`src/rtl/cpu_pkg.sv`:
```
// Shared definitions for the CPU front end: fetch FSM states, instruction
// field positions and default widths.
package cpu_pkg;

  localparam int PC_WIDTH    = 8;
  localparam int INSTR_WIDTH = 15;

  // Instruction field positions: opcode [14:8], literal [7:0].
  localparam int OPCODE_MSB = 14;
  localparam int OPCODE_LSB = 8;
  localparam int LIT_MSB    = 7;

  // Opcode that stops the fetch unit until reset.
  localparam logic [6:0] HALT_OPCODE = 7'b1111111;

  typedef enum logic [2:0] {
    IDLE  = 3'd0,
    FETCH = 3'd1,
    WAIT  = 3'd2,
    EXEC  = 3'd3,
    HALT  = 3'd4
  } state_t;

endpackage

```
`src/rtl/pc_reg.sv`:
```
// Program counter register: load has priority over increment, otherwise hold.
// Increment wraps naturally modulo 2^WIDTH.
module pc_reg #(
  parameter int WIDTH = 8
) (
  input  logic             clk,
  input  logic             rst_n,
  input  logic             load,
  input  logic             inc,
  input  logic [WIDTH-1:0] load_val,
  output logic [WIDTH-1:0] pc
);

  // PC update: async clear, then load / increment / hold.
  always_ff @(posedge clk or negedge rst_n) begin
    if (!rst_n) begin
      pc <= '0;
    end else if (load) begin
      pc <= load_val;
    end else if (inc) begin
      pc <= pc + WIDTH'(1);
    end
  end

endmodule

```
`src/rtl/fetch_unit.sv`:
```
// Instruction fetch stage: owns PC and IR, reads instruction memory and
// presents opcode/literal plus a one-cycle execute strobe to the control unit.
//
// Strobe protocol: there is no backpressure. instr_valid is high for exactly
// the one EXEC cycle of each non-halt instruction; opcode/literal are stable
// for that whole cycle and downstream qualifies every side effect (L_A, L_B,
// D_W) with it. L_PC/jump_addr are only looked at during that same cycle.
module fetch_unit
  import cpu_pkg::*;
#(
  parameter int         PC_WIDTH    = cpu_pkg::PC_WIDTH,
  parameter int         INSTR_WIDTH = cpu_pkg::INSTR_WIDTH,
  parameter int         ROM_LATENCY = 1,
  parameter logic [6:0] HALT_OPCODE = cpu_pkg::HALT_OPCODE
) (
  input  logic                   clk,
  input  logic                   rst_n,
  input  logic                   run,
  input  logic                   step,
  input  logic                   L_PC,
  input  logic [PC_WIDTH-1:0]    jump_addr,
  output logic [PC_WIDTH-1:0]    imem_addr,
  output logic                   imem_rd,
  input  logic [INSTR_WIDTH-1:0] imem_data,
  output logic [6:0]             opcode,
  output logic [7:0]             literal,
  output logic                   instr_valid,
  output logic [PC_WIDTH-1:0]    pc,
  output logic                   halted,
  output state_t                 state_dbg
);

  // Counter reload value: number of WAIT cycles minus one.
  localparam logic [1:0] LAT_M1 = (ROM_LATENCY > 0) ? 2'(ROM_LATENCY - 1) : 2'd0;

  state_t                 state_q, state_d;
  logic [1:0]             cnt_q;
  logic                   single_q;
  logic [INSTR_WIDTH-1:0] ir_q;

  logic ir_load, cnt_load, cnt_dec, single_set, single_clr;
  logic pc_load, pc_inc;

  assign opcode    = ir_q[OPCODE_MSB:OPCODE_LSB];
  assign literal   = ir_q[LIT_MSB:0];
  assign imem_addr = pc;
  assign state_dbg = state_q;

  pc_reg #(
    .WIDTH(PC_WIDTH)
  ) u_pc_reg (
    .clk     (clk),
    .rst_n   (rst_n),
    .load    (pc_load),
    .inc     (pc_inc),
    .load_val(jump_addr),
    .pc      (pc)
  );

  // Next-state and control decode for the fetch FSM.
  always_comb begin
    state_d     = state_q;
    ir_load     = 1'b0;
    cnt_load    = 1'b0;
    cnt_dec     = 1'b0;
    single_set  = 1'b0;
    single_clr  = 1'b0;
    pc_load     = 1'b0;
    pc_inc      = 1'b0;
    imem_rd     = 1'b0;
    instr_valid = 1'b0;
    halted      = 1'b0;
    case (state_q)
      IDLE: begin
        // run has priority; a step only arms single-shot when run is low.
        if (run) begin
          state_d = FETCH;
        end else if (step) begin
          state_d    = FETCH;
          single_set = 1'b1;
        end
      end
      FETCH: begin
        imem_rd = 1'b1;
        if (ROM_LATENCY == 0) begin
          ir_load = 1'b1;
          state_d = EXEC;
        end else begin
          cnt_load = 1'b1;
          state_d  = WAIT;
        end
      end
      WAIT: begin
        if (cnt_q == 2'd0) begin
          ir_load = 1'b1;
          state_d = EXEC;
        end else begin
          cnt_dec = 1'b1;
        end
      end
      EXEC: begin
        if (opcode == HALT_OPCODE) begin
          state_d = HALT;
        end else begin
          instr_valid = 1'b1;
          pc_load     = L_PC;
          pc_inc      = ~L_PC;
          single_clr  = 1'b1;
          state_d     = (run && !single_q) ? FETCH : IDLE;
        end
      end
      HALT: begin
        halted = 1'b1;
      end
      default: begin
        state_d = IDLE;
      end
    endcase
  end

  // FSM state register.
  always_ff @(posedge clk or negedge rst_n) begin
    if (!rst_n) begin
      state_q <= IDLE;
    end else begin
      state_q <= state_d;
    end
  end

  // Memory latency counter: loaded in FETCH, counts down through WAIT.
  always_ff @(posedge clk or negedge rst_n) begin
    if (!rst_n) begin
      cnt_q <= 2'd0;
    end else if (cnt_load) begin
      cnt_q <= LAT_M1;
    end else if (cnt_dec) begin
      cnt_q <= cnt_q - 2'd1;
    end
  end

  // Single-shot flag: remembers that this instruction was started by step.
  always_ff @(posedge clk or negedge rst_n) begin
    if (!rst_n) begin
      single_q <= 1'b0;
    end else if (single_set) begin
      single_q <= 1'b1;
    end else if (single_clr) begin
      single_q <= 1'b0;
    end
  end

  // Instruction register: captures memory data when it becomes valid.
  always_ff @(posedge clk or negedge rst_n) begin
    if (!rst_n) begin
      ir_q <= '0;
    end else if (ir_load) begin
      ir_q <= imem_data;
    end
  end

endmodule

```
`config.mk`:
```
export PLATFORM = sky130hd
export DESIGN_NAME = fetch_unit
export DESIGN_NICKNAME = d
export VERILOG_FILES = /design/src/rtl/cpu_pkg.sv /design/src/rtl/pc_reg.sv /design/src/rtl/fetch_unit.sv
export SDC_FILE = /design/constraint.sdc
export NUM_CORES = 1
export LEC_CHECK = 0
export ABC_AREA = 1
export BUFFER_PORTS_ARGS = -buffer_cell sky130_fd_sc_hd__buf_2
export CAP_MARGIN = 5
export CORE_MARGIN = 5
export CORE_UTILIZATION = 25
export CTS_CLUSTER_SIZE = 16
export DETAILED_ROUTE_END_ITERATION = 10
export GPL_TIMING_DRIVEN = 0
export PLACE_DENSITY = 0.54
export SYNTH_ARGS = -nofsm -noshare
export SYNTH_HDL_FRONTEND = slang
export SYNTH_HIERARCHICAL = 1
export SYNTH_SLANG_ARGS = --single-unit
```
`constraint.sdc`:
```
create_clock -name clk -period 3.6 [get_ports clk]
set_input_delay 0.72 -clock clk [delete_from_list [all_inputs] [get_ports clk]]
set_output_delay 0.72 -clock clk [all_outputs]
set_load 0.01 [all_outputs]
```
==> reports/metrics.yaml <==
ios: 65
clock_skew_ns: 0.0119
drc: 0
io_buffers: 64
clk-insertion-delay-late_ns: 0.28
p_comb_share_pct: 49.6
syn-num-nets: 214
htreeDepth: 2
intPower_w: 0.000982
ys_seq_area_share_pct: 46.1
largest_reg_flops: 15
cts_buffers: 5
fmax_mhz: 492
p_seq_share_pct: 35.2
syn_area_per_cell_sq_um: 8.55
cap_viol_max_count: 0
die_area_sq_um: 7980
final_layout_size_suffix_gt1_share_pct: 41.0
setup_viol: 0
core_area_sq_um: 6030
synth_cells: 184
cts_resized: 0
clock_power_share_pct: 15.2
clk_pin_slew_ns: 0.07
rsz0062_at_grt: "no"
fin_crit_ns: 2.03
fillers: 656
p_switching_w: 0.000734
status: "finished, final reports clean"
cts_buffer_depth: 2
hold_violations: 0
grt_pass1_wl_mm: 6.08
cts.sinks: 29
synth_flop_cell: "dfrtp_1"
grt_max_degree: 30
diodes: 0
hpwl_mm: 2.96
wire_per_inst_um: 11.8
wirelength_mm: 3.89
final_common_cell: "buf_2"
place_inst: 323
fin_crit_sh_pct: 56.5
die_height_um: 89.3
fin_ws_ns: 1.57
drv_slew: 0
place_ws_ns: 1.85
num_vias: 1387
synth-edff-count: 0
overflow: 0
root_buffer: "clkbuf_8"
hold_class: "input pin to async pin"
fin_nets: 285
async_reset_ff_share_pct: 100
end_kind: "output port"
crit_required_ns: 2.88
cellLeakagePower_nw: 1.15
slew_headroom_pct: 56.1
path_max_fanout: 5
yosys_warnings: 6
drt_iter0_markers: 24
mostFrequentLayoutCells: "buf_2, nand2_1, dfrtp_1, inv_1, nand3_1"
cp.arrival_ns: 1.31
synthesis.area_sq_um: 1570
die_w_um: 89.3
instances_no_fill: 331
setup_tns_ns: 0
via_per_inst: 4.19
dr.pass1.iters: 4
power_density_nw_per_um2: 829
p_sw_share_pct: 42.8
ir_drop_mv: 0.272
cts_setup_buffers: 0
ys_ff_latch: 29
ant_nets: 0
start_util_pct: 26.1
tritoncts: "built"
antenna_found_initial: 0
worst_slew_pin_slew_ns: 0.659
hold_buffers: 0
start_kind: "flip-flop"
grtUsageTotal_pct: 10.3
ys_types: 26
gp_congestion: 0.729
path_class: "flip-flop to output port"
row_count: 28
synthToLayoutAreaGrowth_pct: 31.6
grt_pass1_vias: 1293
-- cell usage after synthesis (2+ instances only) --
master | count | area [sq um]
nand3_1 | 15 | 75.1
inv_2 | 2 | 7.51
o21ai_0 | 3 | 15.0
nor2_4 | 2 | 22.5
buf_4 | 9 | 67.6
nor2_1 | 8 | 30.0
nand2_1 | 48 | 180
ha_1 | 2 | 25.0
inv_1 | 28 | 105
o21ai_2 | 10 | 87.6
dfrtp_1 | 29 | 726
o21ai_1 | 4 | 20.0
a22oi_1 | 6 | 45.0
buf_6 | 3 | 33.8
o21bai_1 | 2 | 15.0
nor2_2 | 3 | 18.8
-- cell families after synthesis --
group                      after synthesis  synth area share [%]
and+or+nand+nor                         81                  24.3
AOI/OAI and AO/OA                       28                  13.2
DFF                                     29                  46.1
xor gates and xnor gates                 2                  1.11
buffers and inverters                   42                  13.6
adders and majority gates                2                  1.59
-- worst paths after layout --
check / start / endpoint / cells after the start / slack (ns)
max in group asynchronous: rst_n / cnt_q[1]$_DFFE_PN0P_ / 1 / 2.70
worst max register to register: state_dbg[0]$_DFFE_PN0P_ / u_pc_reg/pc[3]$_DFFE_PN0P_ / 8 / 1.99
worst min register to register: ir_q[0]$_DFFE_PN0P_ / ir_q[0]$_DFFE_PN0P_ / 2 / 0.48
worst min-delay path: rst_n / u_pc_reg/pc[1]$_DFFE_PN0P_ / 1 / 0.46
min in group clk: ir_q[0]$_DFFE_PN0P_ / ir_q[0]$_DFFE_PN0P_ / 2 / 0.48
worst max-delay path: state_dbg[0]$_DFFE_PN0P_ / instr_valid / 5 / 1.57
-- cell type report --
class	instances	area, sq um	area share, %
sequential	29	726	35.1
multi-input combinational	113	633	30.6
timing repair buffer	64	320	15.5
inverter	30	113	5.44
buffer	12	101	4.90
tap	75	93.8	4.53
clock buffer	6	72.6	3.51
clock inverter	2	10.0	0.484
-- per-stage QoR --
stage	hold slack, ns	utilization [%]	area (sq um)	power (W)
finish	0.460	34.3	2070	0.00172
global route	0.505	34.3	2070	0.00188
CTS	0.479	34.3	2070	0.00175
detailed placement	0.463	33.0	1990	0.00148
global placement	0.462	33.0	1990	0.00147
floorplan	0.424	-	1570	0.00116
-- power groups by stage --
stage | Combinational (W) | Sequential [W] | Clock, W
6_report | 0.000851 | 0.000605 | 0.000261
5_1_grt | 0.000959 | 0.000625 | 0.000291
4_1_cts | 0.000874 | 0.000606 | 0.000273
3_5_place_dp | 0.000874 | 0.000611 | 0
3_3_place_gp | 0.000860 | 0.000606 | 0
2_1_floorplan | 0.000512 | 0.000652 | 0
-- metal layers --
layer | vias up | wire [um] | global-route usage [%]
met5 | - | 0 | 0
met4 | 0 | 46 | 3.65
met3 | 5 | 394 | 4.06
met2 | 51 | 1770 | 16.7
met1 | 617 | 1680 | 12.3
li1 | 714 | - | -
-- worst max-delay path, stage by stage, from the launching register on --
cell	delay, ns
dfrtp_1	0.44
nand2_1	0.07
nor2_1	0.18
nand2_1	0.15
inv_1	0.07
buf_2	0.12
Power figures use the tool's default switching activity.
